==> src/rtl/ex_mem_stage.sv <==
// Pipeline-boundary register (EX/MEM style): advance, bubble, hold and flush with carry feedback.
// Define PIPE_STAGE_PERF_EN to build the saturating stall/bubble performance counters.
module ex_mem_stage #(
   parameter int                   PAYLOAD_W = 110,
   parameter logic [PAYLOAD_W-1:0] KEEP_MASK = {PAYLOAD_W{1'b0}},
   parameter int                   CARRY_W   = 66,
   parameter int                   STALL_W   = 6,
   parameter int                   STAGE     = 3,
   parameter int                   CNT_W     = 32
) (
   input  logic                 clk,
   input  logic                 rst,
   input  logic [STALL_W-1:0]   stall,
   input  logic                 flush,
   input  logic                 in_valid,
   input  logic [PAYLOAD_W-1:0] in_payload,
   input  logic [CARRY_W-1:0]   carry_i,
   output logic                 out_valid,
   output logic [PAYLOAD_W-1:0] out_payload,
   output logic [CARRY_W-1:0]   carry_o,
   output logic [CNT_W-1:0]     perf_stall_cnt,
   output logic [CNT_W-1:0]     perf_bubble_cnt
);

   typedef enum logic [1:0] {
      ACT_FLUSH,
      ACT_BUBBLE,
      ACT_ADVANCE,
      ACT_HOLD
   } action_e;

   logic                 s_up;
   logic                 s_dn;
   action_e              action;

   logic                 valid_q,   valid_d;
   logic [PAYLOAD_W-1:0] payload_q, payload_d;
   logic [CARRY_W-1:0]   carry_q,   carry_d;

   // Only two stall bits matter here; the rest of the vector belongs to other stages.
   logic                 unused_stall;
   assign unused_stall = ^stall;

   assign s_up = stall[STAGE];
   assign s_dn = stall[STAGE+1];

   // s_dn without s_up cannot occur, so advance ignores s_dn entirely.
   always_comb begin
      if (flush)        action = ACT_FLUSH;
      else if (!s_up)   action = ACT_ADVANCE;
      else if (!s_dn)   action = ACT_BUBBLE;
      else              action = ACT_HOLD;
   end

   always_comb begin
      // NOTE: defaults first so every path assigns every _d signal and no latch is inferred.
      valid_d   = valid_q;
      payload_d = payload_q;
      carry_d   = '0;
      unique case (action)
         ACT_FLUSH: begin
            valid_d   = 1'b0;
            payload_d = '0;
         end
         ACT_BUBBLE: begin
            valid_d   = 1'b0;
            payload_d = payload_q & KEEP_MASK;
            carry_d   = carry_i;
         end
         ACT_ADVANCE: begin
            valid_d   = in_valid;
            payload_d = in_payload;
         end
         ACT_HOLD: begin
            carry_d   = carry_i;
         end
         default: ;
      endcase
   end

   always_ff @(posedge clk or negedge rst) begin
      if (!rst) begin
         valid_q   <= 1'b0;
         payload_q <= '0;
         carry_q   <= '0;
      end else begin
         // NOTE: non-blocking assignments so every flop samples pre-edge values.
         valid_q   <= valid_d;
         payload_q <= payload_d;
         carry_q   <= carry_d;
      end
   end

   assign out_valid   = valid_q;
   assign out_payload = payload_q;
   assign carry_o     = carry_q;

`ifdef PIPE_STAGE_PERF_EN
   logic [CNT_W-1:0] stall_cnt_q,  stall_cnt_d;
   logic [CNT_W-1:0] bubble_cnt_q, bubble_cnt_d;

   // Stall cycles count even when flush wins; a flushed bubble does not count.
   always_comb begin
      stall_cnt_d  = stall_cnt_q;
      bubble_cnt_d = bubble_cnt_q;
      if (s_up && (stall_cnt_q != '1))
         stall_cnt_d = stall_cnt_q + CNT_W'(1);
      if ((action == ACT_BUBBLE) && (bubble_cnt_q != '1))
         bubble_cnt_d = bubble_cnt_q + CNT_W'(1);
   end

   always_ff @(posedge clk or negedge rst) begin
      if (!rst) begin
         stall_cnt_q  <= '0;
         bubble_cnt_q <= '0;
      end else begin
         stall_cnt_q  <= stall_cnt_d;
         bubble_cnt_q <= bubble_cnt_d;
      end
   end

   assign perf_stall_cnt  = stall_cnt_q;
   assign perf_bubble_cnt = bubble_cnt_q;
`else
   assign perf_stall_cnt  = '0;
   assign perf_bubble_cnt = '0;
`endif

endmodule
==> config.mk <==
export PLATFORM = sky130hd
export DESIGN_NAME = ex_mem_stage
export DESIGN_NICKNAME = d
export VERILOG_FILES = /design/src/rtl/ex_mem_stage.sv
export SDC_FILE = /design/constraint.sdc
export NUM_CORES = 1
export LEC_CHECK = 0
export BUFFER_PORTS_ARGS = -buffer_cell sky130_fd_sc_hd__buf_4
export CAP_MARGIN = 20
export CORE_AREA = 4 4 164 166
export DETAILED_ROUTE_END_ITERATION = 16
export DIE_AREA = 0 0 168 170
export PLACE_DENSITY = 0.6
export SLEW_MARGIN = 20
export SYNTH_ARGS = -nofsm -noshare
export SYNTH_HDL_FRONTEND = slang
export SYNTH_SLANG_ARGS = --single-unit
==> constraint.sdc <==
create_clock -name clk -period 1.1 [get_ports clk]
set_clock_uncertainty 0.15 [all_clocks]
set_input_delay 0.22 -clock clk [delete_from_list [all_inputs] [get_ports clk]]
set_output_delay 0.22 -clock clk [all_outputs]
set_load 0.01 [all_outputs]
==> run_results.csv <==
group,metric,value,unit
pwr,combPwrFrac,0.194,
drt,wl,26.55,mm
grt,antenna_found_initial,0,
floorplan,ios,427,
sta,period_share,1.229,
pwr,p_leak,7.018,nW
clocking,cts_made_buffers,17,
drt,via_per_inst,4.333,
floorplan,die_h,170,um
cells_and_area,syn2layout_area_growth,85.54,%
drt,drt_iter0_drc,285,
drt,drc,0,
pwr,pwr-share-seq,0.413,
pwr,p_sw,0.004230,W
synth,syn_area_per_cell,11.50,um^2
setup_path,cp_top_family,"flip-flops",
status,violations,"negative setup slack",
clocking,clockRootBuffer,"clkbuf_16",
floorplan,die_area,28560,um^2
sta,fin_setup_tns,-34.87,ns
setup_path,cp_data_arrival_time,0.98,ns
floorplan,die_w,168,um
cells_and_area,nFillCells,2062,
sta,finalHoldViolations,0,
sta,max_freq,739.9,MHz
pwr,peakVddDrop,0.8367,mV
placed_design,gp_congestion,0.7409,
pwr,swShare,0.2505,
status,status,"finished with violations",
grt,grt_pass1_vias,7717,
synth,ys_ff_latch,177,
clocking,clock_sinks,177,
pwr,internal_power,0.01265,W
clocking,htreeDepth,4,
floorplan,initial_utilization,0.3098,
pwr,power_frac_clock,0.392,
cells_and_area,drive_gt1_frac,0.4666,
sta,whs,0.07586,ns
cells_and_area,antenna_cells,0,
run,maxCapViolations,0,
setup_path,end_kind,"primary output",
synth,yosysSeqAreaShare,0.5582,
pwr,p_per_area,1147,nW/um^2
sta,period_minus_slack,1.352,ns
placed_design,portBuffers,358,
clocking,cts_tree,"yes",
floorplan,rows,59,
drt,drt_pass1_iterations,4,
grt,grt_max_degree,59,
clocking,worstSkewPairLatency,0.41,ns
setup_path,critPathSlowestCell,"dfrtp_1",
synth,ys.warnings.count,0,
sta,rsz0062_at_grt,"yes",
drt,wire_per_inst,15.92,um
setup_path,crit_type,"register to primary output",
setup_path,crit_chain,"buf_6",
drt,antenna_left,0,
floorplan,core_area,25620,um^2
clocking,clockBufferDepth,2,
setup_path,required,0.73,ns
synth,syn_area,7935,um^2
setup_path,critPathLaunchType,"register",
sta,slew_viol_final,0,
grt,grt_pass1_wl,41.05,mm
grt,grt.overflow.total,0,
setup_path,critPathMaxFanout,2,
sta,setup_viol,177,
placed_design,hpwl,17.30,mm
setup_path,cp_num_buf_inv,1,
grt,grt_use_total,0.1782,
cells_and_area,fin_util,0.5748,
sta,fin_ws,-0.2516,ns
setup_path,slowest_delay,0.43,ns
synth,syn_inst,690,
min_path,hold_class,"primary input to register",
cells_and_area,finalNetCount,1507,
clocking,clk_pin_slew,0.07,ns
drt,vias,7227,
synth,yosysUniqueCellTypes,19,
==> synth_stat cells <==
cell      instances  area share
clkbuf_1         16      0.0076
and2_1           66       0.052
buf_4            69       0.065
nand2b_1        107       0.084
nand3_1          57       0.036
a21oi_2          50       0.055
nor2_2            1     0.00079
nor2b_4           1      0.0017
buf_6             1      0.0014
dfrtp_1         177        0.56
buf_12            6       0.015
a21oi_1          57       0.036
a32o_1            4      0.0050
buf_1             3      0.0014
clkbuf_2          6      0.0038
conb_1            1     0.00047
buf_8             1      0.0019
buf_2            17       0.011
nand3_2          50       0.063
==> per-layer routing <==
layer  GRT usage  up-vias  routed length (um)
li1            -     3399                   -
met5           0        -                   0
met2      0.3104      285               13570
met3     0.06458       36                2249
met1      0.2086     3507               10180
met4     0.04905        0                 552
==> cell families after synthesis <==
family,share of synthesized area
buffers and inverters,0.1072
DFF,0.5582
AOI/OAI and AO/OA,0.09618
other,0.0004726
and+or+nand+nor,0.2379
==> cell type report <==
class	count	area, um^2	share of cell area
Timing Repair Buffer	668	6345	0.4310
Sequential cell	177	4429	0.3008
Multi-Input combinational cell	457	2892	0.1964
Clock buffer	19	442.9	0.03008
Tap cell	335	419.2	0.02847
Clock inverter	12	195.2	0.01326
==> timing repair <==
item,4_1_cts,5_1_grt
hold buffers,178,0
resized for setup,177,0
setup endpoints to repair,177,177
setup buffers,55,31
hold endpoints to repair,354,0
==> power by group through the flow <==
stage,registers [W],logic (W),clock network [W]
after CTS,0.00697,0.00320,0.00679
final,0.00698,0.00328,0.00662
after detailed placement,0.00706,0.00236,0
after global placement,0.00705,0.00235,0
after floorplan,0.00718,0.000996,0
after global routing,0.00700,0.00354,0.00709
==> stage by stage <==
stage | std cells | worst slack [ns] | total power [W] | cell area [um^2]
floorplan | 753 | -0.01685 | 0.008180 | 8187
global route | 1668 | -0.2977 | 0.01763 | 14720
finish | 1668 | -0.2516 | 0.01688 | 14720
detailed placement | 1373 | -0.1293 | 0.009421 | 10990
CTS | 1637 | -0.2867 | 0.01697 | 14490
global placement | 1373 | -0.1249 | 0.009408 | 10990
==> flip-flops by register name, indices dropped and copies added (netlist names) <==
| signal | flops |
|---|---|
| out_valid | 1 |
| carry_o | 66 |
| out_payload | 110 |
==> placed cells by master (no fill, tap or decap), types with 57 or more instances in the layout <==
cell type      instances
dlygate4sd3_1        178
a21oi_1               57
nand2b_1             107
nand3_1               57
buf_6                179
dfrtp_1              177
conb_1                64
buf_4                294
and2_1                66
==> worst paths after layout <==
check / from / end / slack [ns] / depth (start not counted)
min reg2reg: out_payload[109] / out_payload[109] / 0.42 / 1
min in group asynchronous: rst / out_payload[8] / 0.21 / 3
max in group asynchronous: rst / out_payload[27] / 0.19 / 4
max reg2reg: out_payload[20] / out_payload[20] / 0.05 / 4
max: out_payload[77] / out_payload[77] / -0.25 / 1
min: stall[3] / out_payload[86] / 0.08 / 4
No activity file was read; power rests on OpenSTA's default activity.
